## src/rtl/lcd_stream_timing_gen.sv

```systemverilog
// lcd_stream_timing_gen: LCD VSYNC/HSYNC/DE timing from shadowed cfg, PPC-wide valid/ready pixel stream in, registered strobes/adjusted pixels/status out
module lcd_stream_timing_gen #(
  parameter int PIX_W   = 8,
  parameter int PPC     = 2,
  parameter int W_SIZE  = 12,
  parameter int W_DELAY = 12,
  parameter int W_FCNT  = 16
) (
  input  logic                   HCLK,
  input  logic                   HRESET,
  input  logic                   cfg_start,
  input  logic                   cfg_continuous,
  input  logic [W_SIZE-1:0]      cfg_width,
  input  logic [W_SIZE-1:0]      cfg_height,
  input  logic [W_DELAY-1:0]     cfg_vsync_cycle,
  input  logic [W_DELAY-1:0]     cfg_vsync_delay,
  input  logic [W_DELAY-1:0]     cfg_hsync_delay,
  input  logic [W_DELAY-1:0]     cfg_frame_gap,
  input  logic [1:0]             cfg_br_mode,
  input  logic [PIX_W-1:0]       cfg_br_value,
  input  logic                   cfg_clr_underflow,
  input  logic                   in_valid,
  input  logic [PPC*3*PIX_W-1:0] in_data,
  output logic                   in_ready,
  output logic                   out_vsync,
  output logic                   out_hsync,
  output logic                   out_de,
  output logic [PPC*3*PIX_W-1:0] out_data,
  output logic                   out_frame_start,
  output logic                   out_frame_done,
  output logic                   out_underflow,
  output logic                   out_busy,
  output logic [W_SIZE-1:0]      out_row,
  output logic [W_FCNT-1:0]      out_frame_cnt
);
  localparam int DW = PPC*3*PIX_W;
  localparam int CW = W_SIZE > W_DELAY ? W_SIZE : W_DELAY;
  typedef enum logic [2:0] {IDLE, VSYNC, VBP, HBP, ACTIVE, GAP} state_t;
  state_t st;
  logic [W_DELAY-1:0] sh_vs, sh_vbp, sh_hbp, sh_gap;
  logic [W_SIZE-1:0] sh_width, sh_height, beats;
  logic sh_cont;
  logic [1:0] sh_mode;
  logic [PIX_W-1:0] sh_val, p;
  logic [PIX_W:0] s, d;
  logic [CW-1:0] cnt, raw, len;
  logic last, last_row, load, gap_end;
  logic [DW-1:0] adj;
  assign in_ready = st == ACTIVE;
  always_comb begin
    beats = sh_width / W_SIZE'(PPC);
    raw = st == VSYNC ? CW'(sh_vs) : st == VBP ? CW'(sh_vbp) : st == HBP ? CW'(sh_hbp) :
          st == ACTIVE ? CW'(beats) : CW'(sh_gap);
    len = raw == '0 ? CW'(1) : raw;
    last = cnt == len - CW'(1);
    last_row = sh_height == '0 || out_row == sh_height - W_SIZE'(1);
    gap_end = st == GAP && last;
    load = (st == IDLE && cfg_start) || (gap_end && sh_cont && cfg_start);
  end
  always_comb begin
    adj = '0;
    p = '0;
    s = '0;
    d = '0;
    for (int k = 0; k < PPC*3; k++) begin
      p = in_data[k*PIX_W +: PIX_W];
      s = {1'b0, p} + {1'b0, sh_val};
      d = {1'b0, p} - {1'b0, sh_val};
      adj[k*PIX_W +: PIX_W] = sh_mode == 2'b01 ? (s[PIX_W] ? '1 : s[PIX_W-1:0]) :
                              sh_mode == 2'b10 ? (d[PIX_W] ? '0 : d[PIX_W-1:0]) :
                              sh_mode == 2'b11 ? ~p : p;
    end
  end
  always_ff @(posedge HCLK) begin
    if (HRESET) begin
      {sh_vs, sh_vbp, sh_hbp, sh_gap} <= '0;
      {sh_width, sh_height, sh_cont, sh_mode, sh_val} <= '0;
    end else if (load) begin
      sh_vs <= cfg_vsync_cycle;
      sh_vbp <= cfg_vsync_delay;
      sh_hbp <= cfg_hsync_delay;
      sh_gap <= cfg_frame_gap;
      sh_width <= cfg_width;
      sh_height <= cfg_height;
      sh_cont <= cfg_continuous;
      sh_mode <= cfg_br_mode;
      sh_val <= cfg_br_value;
    end
  end
  always_ff @(posedge HCLK) begin
    if (HRESET) begin
      st <= IDLE;
      cnt <= '0;
      {out_vsync, out_hsync, out_de, out_frame_start, out_frame_done, out_underflow, out_busy} <= '0;
      out_data <= '0;
      out_row <= '0;
      out_frame_cnt <= '0;
    end else begin
      cnt <= (st == IDLE || last) ? '0 : cnt + CW'(1);
      out_vsync <= st == VSYNC;
      out_hsync <= st == HBP;
      out_de <= st == ACTIVE;
      out_data <= (st == ACTIVE && in_valid) ? adj : '0;
      out_underflow <= (st == ACTIVE && !in_valid) || (out_underflow && !cfg_clr_underflow);
      out_busy <= st != IDLE;
      out_frame_start <= load;
      out_frame_done <= gap_end;
      out_frame_cnt <= gap_end ? out_frame_cnt + W_FCNT'(1) : out_frame_cnt;
      out_row <= load ? '0 : (st == ACTIVE && last && !last_row) ? out_row + W_SIZE'(1) : out_row;
      if (load)
        st <= VSYNC;
      else if (st != IDLE && last)
        st <= st == VSYNC ? VBP : st == VBP ? HBP : st == HBP ? ACTIVE :
              st == ACTIVE ? (last_row ? GAP : HBP) : IDLE;
    end
  end
endmodule

```

## config.mk

```make
export PLATFORM = sky130hd
export DESIGN_NAME = lcd_stream_timing_gen
export DESIGN_NICKNAME = d
export VERILOG_FILES = /design/src/rtl/lcd_stream_timing_gen.sv
export SDC_FILE = /design/constraint.sdc
export NUM_CORES = 1
export LEC_CHECK = 0
export ABC_CLOCK_PERIOD_IN_PS = 3800
export CAP_MARGIN = 25
export CORE_ASPECT_RATIO = 1.1
export CORE_UTILIZATION = 50
export CTS_BUF_LIST = sky130_fd_sc_hd__clkbuf_8
export CTS_CLUSTER_SIZE = 16
export DETAILED_ROUTE_END_ITERATION = 10
export GPL_TIMING_DRIVEN = 0
export HOLD_SLACK_MARGIN = 0.1
export PLACE_DENSITY = 0.85
export SYNTH_ARGS = -nofsm -noshare
export SYNTH_HDL_FRONTEND = slang
export SYNTH_SLANG_ARGS = --single-unit
export TNS_END_PERCENT = 50
```

## constraint.sdc

```tcl
create_clock -name HCLK -period 3.8 [get_ports HCLK]
set_input_delay 0.38 -clock HCLK [delete_from_list [all_inputs] [get_ports HCLK]]
set_output_delay 0.38 -clock HCLK [all_outputs]
set_load 0.03 [all_outputs]
```

# Yosys cells after proc, flatten, opt, wreduce, memory -nomap -nowiden
# Index checks and enable logic that the tools add are counted.
# op_classes
n_addsub	17
n_eq_ne	10
n_mux	42
bitwise	7
n_reduce_logical	25
# op_table
operator	n
2-to-1 mux 8 bit	30
2-to-1 mux 12 bit	5
adder 8 x 8 -> 9 bit	6
subtractor 8 x 8 -> 9 bit	6
inverter 8 bit	6
adder 12 x 1 -> 12 bit (second input constant)	2
== test 12 bit	2
zero test 12 bit	2
subtractor 12 x 1 -> 12 bit (second input constant)	2
adder 16 x 1 -> 16 bit (second input constant)	1
2-to-1 mux 3 bit	5
logical AND 1 bit	10
== test 3 x 2 -> 1 bit (second input constant)	2
== test 3 bit (second input constant)	2
OR reduction 2 bit	3
== test 2 bit (second input constant)	2
logical OR 1 bit	4
== test 3 x 1 -> 1 bit (second input constant)	1
zero test 1 bit	3
zero test 3 bit	1
nonzero test 3 bit	1
== test 2 x 1 -> 1 bit (second input constant)	1
2-to-1 mux 1 bit	2
nonzero test 2 bit	1
inverter 1 bit	1
# word_totals
ff_bits	181
in_bits	136
output_inout_bits	84
word_cells	123

# Depth between registers and ports, before layout
# logic_depth
depth_word	14
ltp_mapped	20
mapped_depth_nobuf	16

# Worst setup path after synthesis
# OpenSTA, ideal clock, no wires.
# synth_path
kind	register -> register
start	register st[0]
end	register out_row[0]
setup_time_ns	0.128
arrival_time_ns	4.108
required_ns	3.672
path_slack_ns	-0.436
stages_incl_launch_ff	19
n_path_buf	2
period_less_slack_ns	4.236
cell_sequence	dfxtp_1 buf_2 or3b_2 inv_2 and2_1 o32a_4 nor4_4 a31oi_1 ha_1 nor3b_1 a41oi_1 nor2b_1 a221oi_1 a211oi_1 a211oi_2 nand2_1 o211ai_1 clkbuf_1 nor2_1
# synth_between
elab_chain_len	14
elab_cells_between_ends	22
classes_between	add/sub: 1; eq/ne: 6; mux: 5; reduce/logical: 10
# synth_lines
element	line	text
from (decl)	39	state_t st;
from (signal assigned)	113	st <= st == VSYNC ? VBP : st == VBP ? HBP : st == HBP ? ACTIVE :
== test 3 bit *	n/a	
via in_ready	24	output logic in_ready,
2-to-1 mux 12 bit	53	st == ACTIVE ? CW'(beats) : CW'(sh_gap);
2-to-1 mux 12 bit (3 in a row)	52	raw = st == VSYNC ? CW'(sh_vs) : st == VBP ? CW'(sh_vbp) : st == HBP ? CW'(sh_hbp) :
zero test 12 bit	54	len = raw == '0 ? CW'(1) : raw;
2-to-1 mux 12 bit	54	
subtractor 12 x 1 -> 12 bit	55	last = cnt == len - CW'(1);
== test 12 bit	55	
logical AND 1 bit	57	gap_end = st == GAP && last;
logical AND 1 bit (2 in a row)	58	load = (st == IDLE && cfg_start) || (gap_end && sh_cont && cfg_start);
logical OR 1 bit	58	
OR reduction 2 bit (no source line)	n/a	
to (signal assigned)	109	out_row <= load ? '0 : (st == ACTIVE && last && !last_row) ? out_row + W_SIZE'(1) : out_row;
to (decl)	33	output logic [W_SIZE-1:0] out_row,
# The timed path passes the listed nets; every way through them passes the cells marked *.
# A chain may end at the register's enable or synchronous reset.

# Worst setup path after layout
# layout_path
start	register st[1]
end	register sh_width[4]
# layout_between
elab_chain_len	13
elab_cells_between_ends	19
classes_between	add/sub: 1; eq/ne: 6; mux: 5; reduce/logical: 7
# layout_lines
element	line	text
== test 3 bit	53	
2-to-1 mux 12 bit	53	
2-to-1 mux 12 bit (3 in a row)	52	
zero test 12 bit	54	
2-to-1 mux 12 bit	54	
subtractor 12 x 1 -> 12 bit	55	
== test 12 bit	55	
logical AND 1 bit	57	
logical AND 1 bit (2 in a row)	58	
logical OR 1 bit *	58	
to (signal assigned)	83	sh_width <= cfg_width;
to (decl)	41	logic [W_SIZE-1:0] sh_width, sh_height, beats;
# Every way passes the cells marked *; elsewhere a longest branch is shown, timed or not.

==> impl_metrics.csv <==
group,metric,value,unit
die,chipHeight,170.5,µm
run_status,status,"complete, but fails checks",
power,internal_power,0.003304,W
run_status,violations,"setup timing",
power,peakVddDrop,0.0002154,V
synthesis,yosys-top-cells-count,"nand2_1, dfxtp_1, a21oi_1",
timing,tightest_slew,0.8421,ns
layout,final_cells,2264,
timing,rsz0062_at_grt,"yes",
synthesis,ys_types,76,
die,io-pin-count,220,
layout,multi_input_area,9030,µm²
global_route,antenna_found_initial,0,
worst_hold_path,min_path_type,"input pin to register",
power,pwr-share-seq,0.391,
synthesis,async_flop_share,0,
place,placed_cells,2182,
synthesis,synth_edf_count,0,
cts,root_buffer,"clkbuf_8",
layout,insertedDiodeCount,0,
critical_path,crit_chain,"buf_6 > or3b_4 > clkinv_4 > and2_4 > o32a_1 > nor4_4 > a31oi_4 > ha_4 > nor3b_4 > a41oi_2 > nor4_2 > xnor2_1 > nand4_1 > buf_4 > a211oi_2 > buf_6 > nand2_8 > o21ai_4 > clkbuf_16 > clkbuf_16 > mux2i_1",
global_route,grt_use_total,0.3280,
synthesis,syn-num-nets,1867,
critical_path,cp.arrival,5.07,ns
synthesis,synth_top_cell_by_area,"dfxtp_1",
synthesis,ys_seq_area_frac,0.2791,
cts,clk_pin_slew,0.13,ns
layout,drive_above_1_share,0.1095,
cts,cts_max_path_buffers,2,
power,powerDensity,306.1,nW/µm²
synthesis,synthesis.area,12910,µm²
drt,drc,0,
synthesis,synth_top_area_frac,0.2791,
drt,vias,13600,
timing,hold_viol,0,
timing,fmax,214.7,MHz
drt,drt_first_pass_iters,6,
critical_path,worstSetupPathType,"register to register",
place,finalWeightedCongestion,0.9810,
timing,post-route-period-util,1.226,
global_route,grt_overflow,0,
synthesis,synth.most_common_cell,"nand2_1",
power,swShare,0.3689,
die,dieWidth,155.2,µm
power,p_clk_frac,0.277,
drt,drt_iter0_drc,1471,
cts,cts_made_buffers,17,
timing,slew_viol_final,0,
place,io_buffers,218,
drt,routedWlPerCell,20.69,µm
critical_path,slowest_delay,0.46,ns
timing,setup_viol,127,
die,start_util,0.5096,
cts,cts_tree,"yes",
place,pre_cts_ws,-1.195,ns
synthesis,synth_seq_cells,180,
layout,fillers,1991,
cts,clkLatencyLatePin,0.50,ns
timing,setup_ws,-0.8577,ns
critical_path,slowest_stage,"nor4_2",
layout,area_growth,32.43,%
die,coreArea,25340,µm²
flow_run,maxCapViolations,0,
synthesis,netlist_instances,1618,
cts,clock-sinks,180,
synthesis,synth_area_leaders,"dfxtp_1, ha_1, mux2i_1",
layout,final_nets,2154,
synthesis,ys.flop_type,"dfxtp_1",
cts,hold_buffers,0,
drt,wirelength,46.83,mm
timing,slew_headroom,0.4386,
critical_path,cp-start-kind,"register",
global_route,grt_pass1_vias,12890,
timing,fin_setup_tns,-94.62,ns
drt,ant_nets,0,
timing,skew,0.02392,ns
layout,ff_latch_area,3611,µm²
cts,h-tree-depth,4,
global_route,grt_pass1_wl,67.08,mm
power,p_switching,0.001931,W
drt,via_per_inst,6.008,
synthesis,avgSynthCellArea,7.980,µm²
timing,fin_crit,4.658,ns
die,die-area,26470,µm²
power,share_comb_of_total_power,0.332,
critical_path,crit_path_end_kind,"register",
place,detailed_place_hpwl,32.54,mm
die,fp-row-count,61,
global_route,grt_max_degree,20,
power,leakagePower,6.713,nW
critical_path,critPathRequiredTime,4.22,ns
critical_path,crit_fanout,8,
synthesis,yosysWarnings,0,
stage by stage:
stage	instance area [µm²]	power, W	utilization	hold WS (ns)
floorplan	13090	0.003074	-	0.4299
global placement	15710	0.003523	0.6198	0.4425
detailed placement	15710	0.003564	0.6198	0.4490
CTS	16520	0.005026	0.6518	0.4277
global route	17100	0.005413	0.6748	0.4264
finish	17100	0.005235	0.6748	0.4136
kinds of logic after synthesis:
logic type               count (synthesis)  share of synthesized area
XOR/XNOR                                94                    0.06434
buffers and inverters                  174                    0.05446
AO/OA/AOI/OAI                          373                     0.1849
adder cells (fa/ha/maj)                113                     0.1165
flip-flops                             180                     0.2791
AND/OR/NAND/NOR                        566                     0.2079
multiplexers                           118                    0.09293
what timing repair did:
| item | 4_1_cts | 5_1_grt |
|---|---|---|
| gates cloned | 3 | 5 |
| endpoints found under the setup margin | 144 | 154 |
| setup buffers | 18 | 23 |
| pin swaps | 24 | 24 |
| gates resized for setup | 54 | 59 |
cell usage in the layout, fill, tap and decap left out, types with 48 or more instances in the layout:
cell type / count
dfxtp_1: 176
clkbuf_1: 48
nand2_1: 246
nor2_1: 101
a21oi_1: 112
ha_1: 100
mux2i_1: 99
o21ai_0: 86
clkdlybuf4s50_1: 218
xnor2_1: 62
inv_1: 95
final cells by class:
class                           instances  share of cell area
Buffer                                 76             0.03183
Clock buffer                           17             0.01368
Clock inverter                         15             0.01090
Inverter                               98             0.02180
Multi-Input combinational cell       1265              0.5281
Sequential cell                       180              0.2112
Tap cell                              346             0.02532
Timing Repair Buffer                  267              0.1572
routing by layer:
metal / global-route usage / part of all wire
met4: 0.2033 / 0.067
met5: 0 / 0
met2: 0.5637 / 0.47
met1: 0.3785 / 0.37
met3: 0.05978 / 0.093
power groups by stage:
stage                     clock [W]  sequential (W)  combinational, W
final                       0.00145         0.00205           0.00174
after global routing        0.00150         0.00205           0.00186
after CTS                   0.00142         0.00203           0.00157
after detailed placement          0         0.00208           0.00149
after global placement            0         0.00207           0.00145
after floorplan                   0         0.00204           0.00103
registers in the layout, indices dropped and copies added, names as in the netlist, 12 cells and up:
name and flops:
sh_vbp 12, sh_gap 12, sh_vs 12, sh_height 12, sh_hbp 12, out_row 12, out_frame_cnt 16, cnt 12
out_data 48
critical path, delay by kind of cell (launching register included):
family | cells | cell delay (ns)
AND/OR/NAND/NOR | 7 | 1.58
AO/OA/AOI/OAI | 5 | 1.07
buffers and inverters | 6 | 1.01
flip-flops | 1 | 0.38
adder cells (fa/ha/maj) | 1 | 0.18
multiplexers | 1 | 0.18
XOR/XNOR | 1 | 0.17
path summary, 6_finish.rpt:
check,slack (ns),to,from,cells past startpoint
worst max register to register,-0.86,sh_width[4],st[1],21
worst max-delay path,-0.86,sh_width[4],st[1],21
worst min-delay path,0.41,sh_gap[9],cfg_frame_gap[9],3
worst min register to register,0.47,sh_vbp[5],sh_vbp[5],2
(Power assumes the default switching activity.)
